$ cat src/rtl/micro86_bus_if.sv
// Bus bundle between the micro86 bridge and its CPU/BRAM/external neighbours.
// The slave modport is the bridge's view; the master modport is everything around it.
interface micro86_bus_if #(
  parameter int BRAM_BITS = 16
);
  logic [19:0]          cpu_a;
  logic [7:0]           cpu_o;
  logic                 cpu_w;
  logic [7:0]           cpu_i;
  logic                 cpu_ce;
  logic [BRAM_BITS-1:0] bram_a;
  logic [7:0]           bram_d;
  logic                 bram_we;
  logic [7:0]           bram_q;
  logic [19:0]          ext_addr;
  logic [7:0]           ext_wdata;
  logic                 ext_we;
  logic                 ext_req;
  logic                 ext_ack;
  logic [7:0]           ext_rdata;
  logic                 bus_err;

  modport slave (
    input  cpu_a, cpu_o, cpu_w, bram_q, ext_ack, ext_rdata,
    output cpu_i, cpu_ce, bram_a, bram_d, bram_we,
           ext_addr, ext_wdata, ext_we, ext_req, bus_err
  );

  modport master (
    output cpu_a, cpu_o, cpu_w, bram_q, ext_ack, ext_rdata,
    input  cpu_i, cpu_ce, bram_a, bram_d, bram_we,
           ext_addr, ext_wdata, ext_we, ext_req, bus_err
  );
endinterface

$ cat src/rtl/micro86_bus.sv
// micro86 memory bridge: latches a CPU cycle, serves it from BRAM or the external
// req/ack port (with timeout), then pulses cpu_ce once to let the core advance.
module micro86_bus #(
  parameter int BRAM_BITS = 16,
  parameter int TIMEOUT   = 255
) (
  input logic         clock,
  input logic         reset,
  micro86_bus_if.slave bus
);
  typedef enum logic [1:0] {S_ADDR, S_LAT, S_EXT, S_CE} state_e;

  state_e               state_q, state_d;
  logic                 w_q, w_d;
  logic [7:0]           cpu_i_q, cpu_i_d;
  logic [BRAM_BITS-1:0] bram_a_q, bram_a_d;
  logic [7:0]           bram_d_q, bram_d_d;
  logic                 bram_we_q, bram_we_d;
  logic [19:0]          ext_addr_q, ext_addr_d;
  logic [7:0]           ext_wdata_q, ext_wdata_d;
  logic                 ext_we_q, ext_we_d;
  logic                 ext_req_q, ext_req_d;
  logic                 bus_err_q, bus_err_d;
  logic [15:0]          cnt_q, cnt_d;
  logic                 is_bram;
  logic                 tmo;
  logic                 cpu_ce;

  // Shift form keeps the decode legal for any BRAM_BITS below 20.
  assign is_bram = ((bus.cpu_a >> BRAM_BITS) == 20'd0);
  // Counter is 0 in the first S_EXT cycle, so this fires in S_EXT cycle TIMEOUT.
  assign tmo     = (cnt_q == 16'(TIMEOUT - 1));

  always_ff @(posedge clock) begin
    if (reset) begin
      state_q     <= S_ADDR;
      w_q         <= 1'b0;
      cpu_i_q     <= 8'h00;
      bram_a_q    <= '0;
      bram_d_q    <= 8'h00;
      bram_we_q   <= 1'b0;
      ext_addr_q  <= 20'h0;
      ext_wdata_q <= 8'h00;
      ext_we_q    <= 1'b0;
      ext_req_q   <= 1'b0;
      bus_err_q   <= 1'b0;
      cnt_q       <= 16'h0;
    end else begin
      state_q     <= state_d;
      w_q         <= w_d;
      cpu_i_q     <= cpu_i_d;
      bram_a_q    <= bram_a_d;
      bram_d_q    <= bram_d_d;
      bram_we_q   <= bram_we_d;
      ext_addr_q  <= ext_addr_d;
      ext_wdata_q <= ext_wdata_d;
      ext_we_q    <= ext_we_d;
      ext_req_q   <= ext_req_d;
      bus_err_q   <= bus_err_d;
      cnt_q       <= cnt_d;
    end
  end

  always_comb begin
    state_d = state_q;
    unique case (state_q)
      S_ADDR:  state_d = is_bram ? S_LAT : S_EXT;
      S_LAT:   state_d = S_CE;
      S_EXT:   if (bus.ext_ack || tmo) state_d = S_CE;
      default: state_d = S_ADDR;
    endcase
  end

  always_comb begin
    w_d         = w_q;
    cpu_i_d     = cpu_i_q;
    bram_a_d    = bram_a_q;
    bram_d_d    = bram_d_q;
    bram_we_d   = 1'b0;
    ext_addr_d  = ext_addr_q;
    ext_wdata_d = ext_wdata_q;
    ext_we_d    = ext_we_q;
    ext_req_d   = ext_req_q;
    bus_err_d   = bus_err_q;
    cnt_d       = cnt_q;
    cpu_ce      = 1'b0;
    unique case (state_q)
      S_ADDR: begin
        w_d = bus.cpu_w;
        if (is_bram) begin
          bram_a_d  = bus.cpu_a[BRAM_BITS-1:0];
          bram_d_d  = bus.cpu_o;
          bram_we_d = bus.cpu_w;
        end else begin
          ext_addr_d  = bus.cpu_a;
          ext_wdata_d = bus.cpu_o;
          ext_we_d    = bus.cpu_w;
          ext_req_d   = 1'b1;
          cnt_d       = 16'h0;
        end
      end
      S_LAT: if (!w_q) cpu_i_d = bus.bram_q;
      S_EXT: begin
        cnt_d = cnt_q + 16'd1;
        // Ack takes priority over a coincident timeout.
        if (bus.ext_ack) begin
          ext_req_d = 1'b0;
          if (!ext_we_q) cpu_i_d = bus.ext_rdata;
        end else if (tmo) begin
          ext_req_d = 1'b0;
          bus_err_d = 1'b1;
          if (!ext_we_q) cpu_i_d = 8'hFF;
        end
      end
      default: cpu_ce = 1'b1;
    endcase
  end

  assign bus.cpu_i     = cpu_i_q;
  assign bus.cpu_ce    = cpu_ce;
  assign bus.bram_a    = bram_a_q;
  assign bus.bram_d    = bram_d_q;
  assign bus.bram_we   = bram_we_q;
  assign bus.ext_addr  = ext_addr_q;
  assign bus.ext_wdata = ext_wdata_q;
  assign bus.ext_we    = ext_we_q;
  assign bus.ext_req   = ext_req_q;
  assign bus.bus_err   = bus_err_q;
endmodule

$ cat src/flat_wrapper.sv
// flat-port wrapper written by rule: the top's interface ports become plain ports
module micro86_bus_flat 
#(
  parameter int BRAM_BITS = 16,
  parameter int TIMEOUT   = 255
)
  (clock, reset, bus_cpu_a, bus_cpu_o, bus_cpu_w, bus_bram_q, bus_ext_ack, bus_ext_rdata, bus_cpu_i, bus_cpu_ce, bus_bram_a, bus_bram_d, bus_bram_we, bus_ext_addr, bus_ext_wdata, bus_ext_we, bus_ext_req, bus_bus_err);
  micro86_bus_if #(.BRAM_BITS(BRAM_BITS)) bus_i ();
  input logic clock;
  input logic reset;
  input wire logic [$bits(bus_i.cpu_a)-1:0] bus_cpu_a;
  input wire logic [$bits(bus_i.cpu_o)-1:0] bus_cpu_o;
  input wire logic [$bits(bus_i.cpu_w)-1:0] bus_cpu_w;
  input wire logic [$bits(bus_i.bram_q)-1:0] bus_bram_q;
  input wire logic [$bits(bus_i.ext_ack)-1:0] bus_ext_ack;
  input wire logic [$bits(bus_i.ext_rdata)-1:0] bus_ext_rdata;
  output wire logic [$bits(bus_i.cpu_i)-1:0] bus_cpu_i;
  output wire logic [$bits(bus_i.cpu_ce)-1:0] bus_cpu_ce;
  output wire logic [$bits(bus_i.bram_a)-1:0] bus_bram_a;
  output wire logic [$bits(bus_i.bram_d)-1:0] bus_bram_d;
  output wire logic [$bits(bus_i.bram_we)-1:0] bus_bram_we;
  output wire logic [$bits(bus_i.ext_addr)-1:0] bus_ext_addr;
  output wire logic [$bits(bus_i.ext_wdata)-1:0] bus_ext_wdata;
  output wire logic [$bits(bus_i.ext_we)-1:0] bus_ext_we;
  output wire logic [$bits(bus_i.ext_req)-1:0] bus_ext_req;
  output wire logic [$bits(bus_i.bus_err)-1:0] bus_bus_err;
  assign bus_i.cpu_a = bus_cpu_a;
  assign bus_i.cpu_o = bus_cpu_o;
  assign bus_i.cpu_w = bus_cpu_w;
  assign bus_i.bram_q = bus_bram_q;
  assign bus_i.ext_ack = bus_ext_ack;
  assign bus_i.ext_rdata = bus_ext_rdata;
  assign bus_cpu_i = bus_i.cpu_i;
  assign bus_cpu_ce = bus_i.cpu_ce;
  assign bus_bram_a = bus_i.bram_a;
  assign bus_bram_d = bus_i.bram_d;
  assign bus_bram_we = bus_i.bram_we;
  assign bus_ext_addr = bus_i.ext_addr;
  assign bus_ext_wdata = bus_i.ext_wdata;
  assign bus_ext_we = bus_i.ext_we;
  assign bus_ext_req = bus_i.ext_req;
  assign bus_bus_err = bus_i.bus_err;
  micro86_bus #(.BRAM_BITS(BRAM_BITS), .TIMEOUT(TIMEOUT)) u_core (.clock(clock), .reset(reset), .bus(bus_i));
endmodule
$ cat config.mk
export PLATFORM = sky130hd
export DESIGN_NAME = micro86_bus_flat
export DESIGN_NICKNAME = d
export VERILOG_FILES = /design/src/rtl/micro86_bus_if.sv /design/src/rtl/micro86_bus.sv /design/src/flat_wrapper.sv
export SDC_FILE = /design/constraint.sdc
export NUM_CORES = 1
export LEC_CHECK = 0
export ABC_AREA = 1
export CORE_MARGIN = 4
export CORE_UTILIZATION = 35
export CTS_BUF_LIST = sky130_fd_sc_hd__clkbuf_2
export DETAILED_ROUTE_END_ITERATION = 7
export GPL_TIMING_DRIVEN = 0
export HOLD_SLACK_MARGIN = 0.06
export PLACE_DENSITY_LB_ADDON = 0.3
export RECOVER_POWER = 100
export SLEW_MARGIN = 15
export SYNTH_ARGS = -nofsm -noshare
export SYNTH_HDL_FRONTEND = slang
export SYNTH_SLANG_ARGS = --single-unit
$ cat constraint.sdc
create_clock -name clock -period 1.7 [get_ports clock]
set_clock_uncertainty 0.05 [all_clocks]
set_input_delay 0.34 -clock clock [delete_from_list [all_inputs] [get_ports clock]]
set_output_delay 0.34 -clock clock [all_outputs]
set_load 0.03 [all_outputs]
=== Word-level counts from Yosys, hierarchy flattened ===
Cells that the tools add are included.

* Reduce and logical (&&, ||, !) cells: 13
* Eq/ne operators: 8
* Add/sub/neg operators: 1
* Muxes and demuxes: 16
* Bitwise operators: 3

{| class="wikitable"
|+ Operator list
! cell !! number
|-
| 2-to-1 mux 8 bit || 5
|-
| case mux 16 bit (2 select lines) || 1
|-
| logical NOT 20 bit || 1
|-
| adder 16 x 1 -> 16 bit, second input constant || 1
|-
| == test 16 x 8 -> 1 bit, second input constant || 1
|-
| 2-to-1 mux 16 bit || 1
|-
| case mux 8 bit (2 select lines) || 1
|-
| inequality test 2 bit, second input constant || 3
|-
| case mux 2 bit (3 select lines) || 1
|-
| AND reduction 2 bit || 3
|-
| AND reduction 3 bit || 2
|-
| OR reduction 3 bit || 2
|-
| 2-to-1 mux 1 bit || 4
|-
| 2-to-1 mux 2 bit || 2
|-
| AND reduction 4 bit || 1
|-
| nonzero test 2 bit || 2
|-
| inequality test 3 x 2 -> 1 bit, second input constant || 1
|-
| NOT 1 bit || 3
|-
| == test 2 x 1 -> 1 bit, second input constant || 1
|-
| == test 2 bit, second input constant || 1
|-
| logical NOT 2 bit || 1
|-
| inequality test 2 x 1 -> 1 bit, second input constant || 1
|-
| case mux 1 bit (2 select lines) || 1
|-
| logical OR 1 bit || 1
|}

* Input port bits: 48
* Flip-flop bits (word level): 83
* Output and inout bits: 65
* Word-level logic and storage cells: 53

=== Logic depth before layout (Yosys ltp) ===
Gate-level depths: netlist of the first run.

* Depth in word-level cells: 4
* Gate-level depth with buffers: 11
* Depth with buffers taken out: 10

=== Worst setup path after synthesis of the first run ===
OpenSTA, ideal clock, no wires.

* Path type: register to register
* Start: register u_core.state_q[0]
* End: register u_core.cpu_i_q[1] (netlist: u_core.bus.cpu_i[1])
* Cell stages (with the launch flop): 10
* Setup time: 0.114 ns
* Data arrival time: 1.400 ns
* Slack: 0.136 ns
* Data required time: 1.536 ns
* Period minus slack after synthesis: 1.564 ns
* Cell sequence: dfxtp_1 -> inv_1 -> ha_1 -> inv_2 -> o21ai_1 -> a21oi_2 -> buf_6 -> nand3_1 -> nand2_1 -> nor2_1

* Cells in the longest elaborated chain, start to end: 3
* Elaborated cells on any way between the ends: 8
* Classes of those cells: eq/ne: 5; mux: 1; reduce/logical: 2

{| class="wikitable"
|+ RTL lines
! item !! RTL line !! text
|-
| start, declared || micro86_bus.sv:13 || <nowiki>state_e state_q, state_d;</nowiki>
|-
| start signal, assigned || micro86_bus.sv:49 || <nowiki>state_q <= state_d;</nowiki>
|-
| == test 2 bit / == test 2 x 1 -> 1 bit (equally long branches) || micro86_bus.sv:87 || <nowiki>unique case (state_q)</nowiki>
|-
| inequality test 3 x 2 -> 1 bit (no source line), or another cell as far along || - ||
|-
| AND reduction 4 bit (no source line) || - ||
|-
| end signal, assigned || micro86_bus.sv:51 || <nowiki>cpu_i_q <= cpu_i_d;</nowiki>
|-
| end, declared || micro86_bus.sv:15 || <nowiki>logic [7:0] cpu_i_q, cpu_i_d;</nowiki>
|}

Several ways; a longest one is shown, not always the timed one.
A chain may end at the register's enable or synchronous reset.

=== Final worst setup path of the first run ===
* Start: register u_core.state_q[0]
* End: output port bus_cpu_ce

* Cells in the longest elaborated chain, start to end: 3
* Elaborated cells on any way between the ends: 5
* Classes of those cells: eq/ne: 2; mux: 1; reduce/logical: 2

{| class="wikitable"
|+ RTL lines
! item !! RTL line !! text
|-
| == test 2 x 1 -> 1 bit, or another cell as far along || micro86_bus.sv:87 ||
|-
| OR reduction 3 bit (no source line) * || - ||
|-
| 2-to-1 mux 1 bit * || micro86_bus.sv:87 ||
|-
| end, declared || flat_wrapper.sv:18 || <nowiki>output wire logic [$bits(bus_i.cpu_ce)-1:0] bus_cpu_ce;</nowiki>
|}

Every way passes the cells marked *; elsewhere a longest branch is shown, timed or not.

==> flow_summary_export.csv, run 1 <==
group,metric,value,unit
drt,drt_wl_total,9990,um
yosys,muxShareOfSynthArea,0,%
hold_path,min_path_type,"in -> reg",
cts,cts.clk_slew.worst_paths,0.26,ns
cells_and_area,final_area,4860,um2
yosys,syn_inst,472,
timing,finalSetupViolations,0,
drt,drt-pass1-iter-count,4,
drt,dr_wl_met2,4680,um
timing,slew_headroom,60.6,%
pwr,ir_drop,0.000759,V
drt,vias,3495,
yosys,syn_area_per_cell,7.46,um2
placed_design,dp_hpwl,7230,um
yosys,synthesis.area,3520,um2
timing,rsz0062_at_grt,"yes",
status,outcome,"completed",
drt,antenna_left,0,
yosys,synth_area_leaders,"dfxtp_1, nand2_1, nor2_1",
global_routing,grt_first_pass_wirelength,15800,um
cells_and_area,syn2layout_area_growth,38.1,%
cells_and_area,antenna_cells,0,
floorplan,initial_core_util,36.0,%
yosys,ys_warn_count,0,
cts,root_buffer,"clkbuf_2",
floorplan,dieArea,11700,um2
global_routing,grt_remaining_overflow,0,
worst_setup_path,crit_required,1.31,ns
pwr,total_power,7.74,mW
timing,drv_slew,0,
flow_run,cap_violations,0,
cells_and_area,drive_gt1_share,29.4,%
placed_design,io_buffers,111,
floorplan,fp.dieH,108,um
worst_setup_path,crit_path_end_kind,"primary output",
worst_setup_path,crit_fanout,4,
drt,drtIter0Drc,204,
timing,max_freq,599,MHz
drt,wl_per_cell,13.5,um
global_routing,grt_pass1_vias,3469,
cells_and_area,finalNonFillerCells,742,
timing,tightest_slew,0.590,ns
drt,drc_errors,0,
yosys,yosys.area_share.xor_xnor,0,%
placed_design,gp_congestion,0.870,
yosys,ys_ff_latch,83,
timing,setup_slack,0.0317,ns
cts,clk-insertion-delay-late,0.56,ns
yosys,synth_top_area_share,47.2,%
yosys,ys.flop_type,"dfxtp_1",
cts,clk_path_buf_depth,2,
timing,period_share,98.1,%
pwr,p_leak,2.08,nW
yosys,synthSimpleGateAreaFrac,27.7,%
floorplan,rows,36,
cells_and_area,nets,658,
worst_setup_path,crit_type,"reg -> out",
pwr,p_per_area,1590,nW/um2
floorplan,num_io_pins,113,
drt,via_per_inst,4.71,
yosys,synth_compound_area_share,15.3,%
global_routing,grt_max_degree,16,
placed_design,dpl_cell_area,4800,um2
placed_design,dpl.cell_count,716,
cts,cts_tree,"built",
worst_setup_path,arrival,1.28,ns
yosys,synth_top_area_cell,"dfxtp_1",
drt,wl_met1,4350,um
floorplan,die_w,108,um
cts,h-tree-depth,3,
global_routing,antenna_found_initial,0,
drt,top_layer,"met4",
placed_design,dp_slack,-0.248,ns
cells_and_area,fillers,986,
yosys,syn-num-nets,526,
yosys,synth_edf_count,0,
cts,numCtsBuffers,9,
cts,cts.sinks,83,
yosys,synthArstFlopShare,0,%
yosys,synth_cell_types,34,
global_routing,grt_use_total,16.9,%
floorplan,coreArea,9770,um2
timing,finalHoldViolations,0,
yosys,synthAdderAreaFrac,2.13,%
yosys,yosysSeqAreaShare,47.2,%
worst_setup_path,cp-start-kind,"register",
yosys,synth_top_family_by_area,"simple AND/OR/NAND/NOR gates",
drt,wl_met3,841,um
timing,min_period,1.67,ns
[final timing paths]
kind                                          start                            endpoint  slack (ns)  cells past startpoint
setup / recovery     u_core.state_q[0]$_SDFFE_PP0P_                          bus_cpu_ce        0.03                      2
hold / removal                        bus_cpu_a[10]  u_core.bus.bram_a[10]$_SDFFE_PP0P_        0.25                      3
setup reg to reg     u_core.state_q[1]$_SDFFE_PP0P_       u_core.cnt_q[12]$_SDFFE_PP0P_        0.05                     11
hold reg to reg   u_core.bus.bram_d[2]$_SDFFE_PP0P_   u_core.bus.bram_d[2]$_SDFFE_PP0P_        0.43                      2
[per-stage QoR]
step | util (%) | TNS, ns | hold WS (ns)
after detailed placement | 49.1 | -8.50 | 0.409
after CTS | 51.5 | -0.000663 | 0.230
after floorplan | - | 0 | 0.405
after global routing | 49.7 | -0.0427 | 0.234
after global placement | 49.1 | -7.59 | 0.402
final | 49.7 | 0 | 0.247
[cell usage in the layout (no fill, tap or decap), types with 5 or more instances in the layout]
cell type        instances
a21oi_1                 36
a21oi_2                  9
buf_2                   54
buf_4                   10
buf_6                    5
clkbuf_1                 6
clkbuf_2                15
clkdlybuf4s18_2          8
clkdlybuf4s50_1         46
dfxtp_1                 48
dfxtp_2                 33
inv_1                   26
inv_2                    6
nand2_1                109
nand2_2                  7
nand3_1                 18
nor2_1                  82
o21ai_0                 25
o21ai_1                  8
o22ai_1                  8
[metal layers]
layer / vias up / global-route usage [%]
met1: 1610 / 19.9
met4: 0 / 5.86
met5: - / 0
li1: 1787 / -
met2: 86 / 27.3
met3: 12 / 7.58
[flip-flops by register name, summed over array words and instances, names as in the netlist, 2 cells and up]
name / cells
u_core.bus.bram_a: 16
u_core.bus.bram_d: 8
u_core.bus.cpu_i: 8
u_core.bus.ext_addr: 20
u_core.bus.ext_wdata: 8
u_core.cnt_q: 16
u_core.state_q: 2
[synth_stat cells (2+ instances only)]
cell	number
nand2_1	111
dfxtp_1	83
nor2_1	82
a21oi_1	37
inv_1	28
o21ai_0	26
nand3_1	18
a21oi_2	9
o22ai_1	8
buf_2	7
clkbuf_1	7
o21ai_1	7
ha_1	6
inv_2	5
buf_6	4
nand2_2	4
nand4_1	4
nor2_2	4
buf_4	3
nor3_1	3
nand2_4	2
o21bai_1	2
[critical path, cell delays in order, from the launching register on]
cell and delay, ns:
dfxtp_4 0.42, ha_4 0.16, buf_6 0.13
[area by class of cell]
cell class	instances	area (um2)	share of cell area (%)
Inverter	33	126	2.60
Buffer	23	163	3.35
Tap cell	133	166	3.42
Timing Repair Buffer	120	945	19.4
Clock inverter	6	48.8	1.00
Sequential cell	83	1710	35.2
Multi-Input combinational cell	334	1650	34.0
Clock buffer	10	50.0	1.03
[what timing repair did]
item	in CTS	in global routing
resized for setup	208	162
cloned	0	2
pin swaps	0	3
setup endpoints to repair	98	111
endpoints found under the hold margin	4	0
buffers inserted	1	6
hold buffers	1	0
[cells by family (layout without fill, tap and decap cells)]
group           Yosys count  count (layout)
compound gates           94              94
buf+inv                  56             192
flops                    83              83
simple gates            233             234
fa+ha+maj                 6               6
[where the power goes]
group / switching (mW) / internal, mW
combinational: 2.54 / 1.54
clock: 0.769 / 0.210
sequential: 0.262 / 2.43
total: 3.57 / 4.18
No activity file was read; power rests on OpenSTA's default activity.
==> run 2: changes to the inputs <==
--- a/config.mk
+++ b/config.mk
@@ -12,6 +12,7 @@
 export DETAILED_ROUTE_END_ITERATION = 7
 export GPL_TIMING_DRIVEN = 0
 export HOLD_SLACK_MARGIN = 0.06
+export MAX_ROUTING_LAYER = met4
 export PLACE_DENSITY_LB_ADDON = 0.3
 export RECOVER_POWER = 100
 export SLEW_MARGIN = 15
==> flow_summary_export.csv, run 2 (synthesized netlist as in run 1, its figures left out) <==
group,metric,value,unit
flow_run,cap_violations,0,
cts,clk_path_buf_depth,2,
pwr,p_per_area,1600,nW/um2
pwr,p_leak,2.09,nW
hold_path,whs_path_depth,3,
worst_setup_path,arrival,1.27,ns
cells_and_area,syn2layout_area_growth,37.5,%
floorplan,rows,36,
worst_setup_path,cp-start-kind,"register",
drt,vias,3489,
drt,antenna_left,0,
worst_setup_path,r2r_cells,11,
cells_and_area,final_area,4840,um2
timing,period_share,97.7,%
floorplan,dieArea,11700,um2
cts,cts_tree,"built",
cells_and_area,layout_commonest_cell,"nand2_1",
timing,drv_slew,0,
cts,numCtsBuffers,9,
placed_design,dp_hpwl,7230,um
worst_setup_path,crit_path_end_kind,"primary output",
floorplan,num_io_pins,113,
floorplan,die_w,108,um
cells_and_area,largest_reg_flops,20,
timing,setup_slack,0.0398,ns
pwr,ir_drop,0.000760,V
drt,wl_per_cell,13.4,um
worst_setup_path,cp_slowest_stage_delay,0.42,ns
hold_path,min_path_type,"in -> reg",
placed_design,io_buffers,111,
global_routing,grt_pass1_vias,3460,
worst_setup_path,r2r-end,"u_core.cnt_q[12]$_SDFFE_PP0P_",
cts,clk-insertion-delay-late,0.55,ns
status,outcome,"completed",
global_routing,grt_use_total,17.4,%
worst_setup_path,crit_type,"reg -> out",
timing,tns,0,ns
drt,drt_wl_total,9970,um
cells_and_area,final_cell_mix,"nand2_1, nor2_1, buf_2",
timing,rsz0062_at_grt,"yes",
worst_setup_path,rr_startpoint,"u_core.state_q[1]$_SDFFE_PP0P_",
cts,cts.sinks,83,
global_routing,grt_max_degree,16,
worst_setup_path,crit_path_start,"u_core.state_q[0]$_SDFFE_PP0P_",
cts,h-tree-depth,3,
worst_setup_path,crit_fanout,4,
floorplan,coreArea,9770,um2
floorplan,fp.dieH,108,um
cells_and_area,fillers,989,
worst_setup_path,cp_slowest_cell,"dfxtp_4",
worst_setup_path,crit_required,1.31,ns
timing,max_freq,602,MHz
global_routing,grt_remaining_overflow,0,
cells_and_area,nets,658,
worst_setup_path,endpoint,"bus_cpu_ce",
cells_and_area,antenna_cells,0,
global_routing,antenna_found_initial,0,
cts,root_buffer,"clkbuf_2",
timing,min_period,1.66,ns
timing,finalSetupViolations,0,
placed_design,gp_congestion,0.884,
drt,via_per_inst,4.70,
timing,slew_headroom,61.7,%
timing,tightest_slew,0.574,ns
floorplan,initial_core_util,36.0,%
worst_setup_path,r2r_setup_slack,0.05,ns
drt,drt-pass1-iter-count,4,
drt,drc_errors,0,
global_routing,grt_first_pass_wirelength,15800,um
placed_design,dp_slack,-0.248,ns
worst_setup_path,crit_chain,"ha_4 > buf_6",
cells_and_area,drive_gt1_share,29.6,%
drt,drtIter0Drc,187,
placed_design,dpl_cell_area,4800,um2
timing,finalHoldViolations,0,
cts,cts.clk_slew.worst_paths,0.26,ns
-- run 2: area by class of cell --
type	count	area, um2	area share, %
inverters	33	126	2.61
flip-flops and latches	83	1710	35.4
multi-input cells	334	1660	34.3
well taps	133	166	3.44
clock inverters	6	48.8	1.01
clock buffers	10	50.0	1.03
repair buffers	120	913	18.9
plain buffers	23	163	3.36
-- run 2: power by group --
part / switching [mW] / total, mW / internal (mW)
Sequential: 0.259 / 2.69 / 2.43
Clock: 0.762 / 0.972 / 0.210
Combinational: 2.56 / 4.09 / 1.52
-- run 2: how the worst min path moves through the flow --
stage | to | startpoint | slack [ns]
2_1_floorplan | u_core.w_q$_SDFFE_PP0N_ | u_core.w_q$_SDFFE_PP0N_ | 0.41
3_3_place_gp | u_core.bus.ext_addr[18]$_SDFFE_PP0P_ | u_core.bus.ext_addr[18]$_SDFFE_PP0P_ | 0.40
3_5_place_dp | u_core.bus.bram_d[2]$_SDFFE_PP0P_ | u_core.bus.bram_d[2]$_SDFFE_PP0P_ | 0.41
4_1_cts | u_core.bus.bram_a[10]$_SDFFE_PP0P_ | bus_cpu_a[10] | 0.23
5_1_grt | u_core.bus.bram_d[2]$_SDFFE_PP0P_ | bus_cpu_o[2] | 0.23
6_report | u_core.bus.bram_a[10]$_SDFFE_PP0P_ | bus_cpu_a[10] | 0.26
-- run 2: critical path, delay by kind of cell (launching register included) --
family / cells / cell delay (ns)
buf+inv: 1 / 0.13
flops: 1 / 0.42
fa+ha+maj: 1 / 0.16
-- run 2: layer usage --
| layer | part of all wire (%) | vias up | global-route usage, % |
|---|---|---|---|
| met5 | 0 | - | - |
| met4 | 0.93 | 0 | 5.05 |
| met3 | 8.1 | 10 | 7.64 |
| met2 | 47 | 86 | 27.3 |
| met1 | 44 | 1608 | 20.2 |
| li1 | - | 1785 | - |
-- run 2: stage by stage --
step                utilization, %  total power [mW]  instances  hold slack [ns]
detailed placement            49.1              6.62        716            0.409
floorplan                        -              5.22        472            0.405
CTS                           51.5              7.59        734            0.230
finish                        49.5              7.75        742            0.257
global route                  49.5              8.30        742            0.227
global placement              49.1              6.54        716            0.402
-- run 2: repair_timing --
action                                  4_1_cts  5_1_grt
cloned                                        0        2
resized for setup                           208      172
buffers inserted                              1        6
endpoints found under the setup margin       98      112
pin swaps                                     0        3
endpoints found under the hold margin         4        0
hold buffers                                  1        0
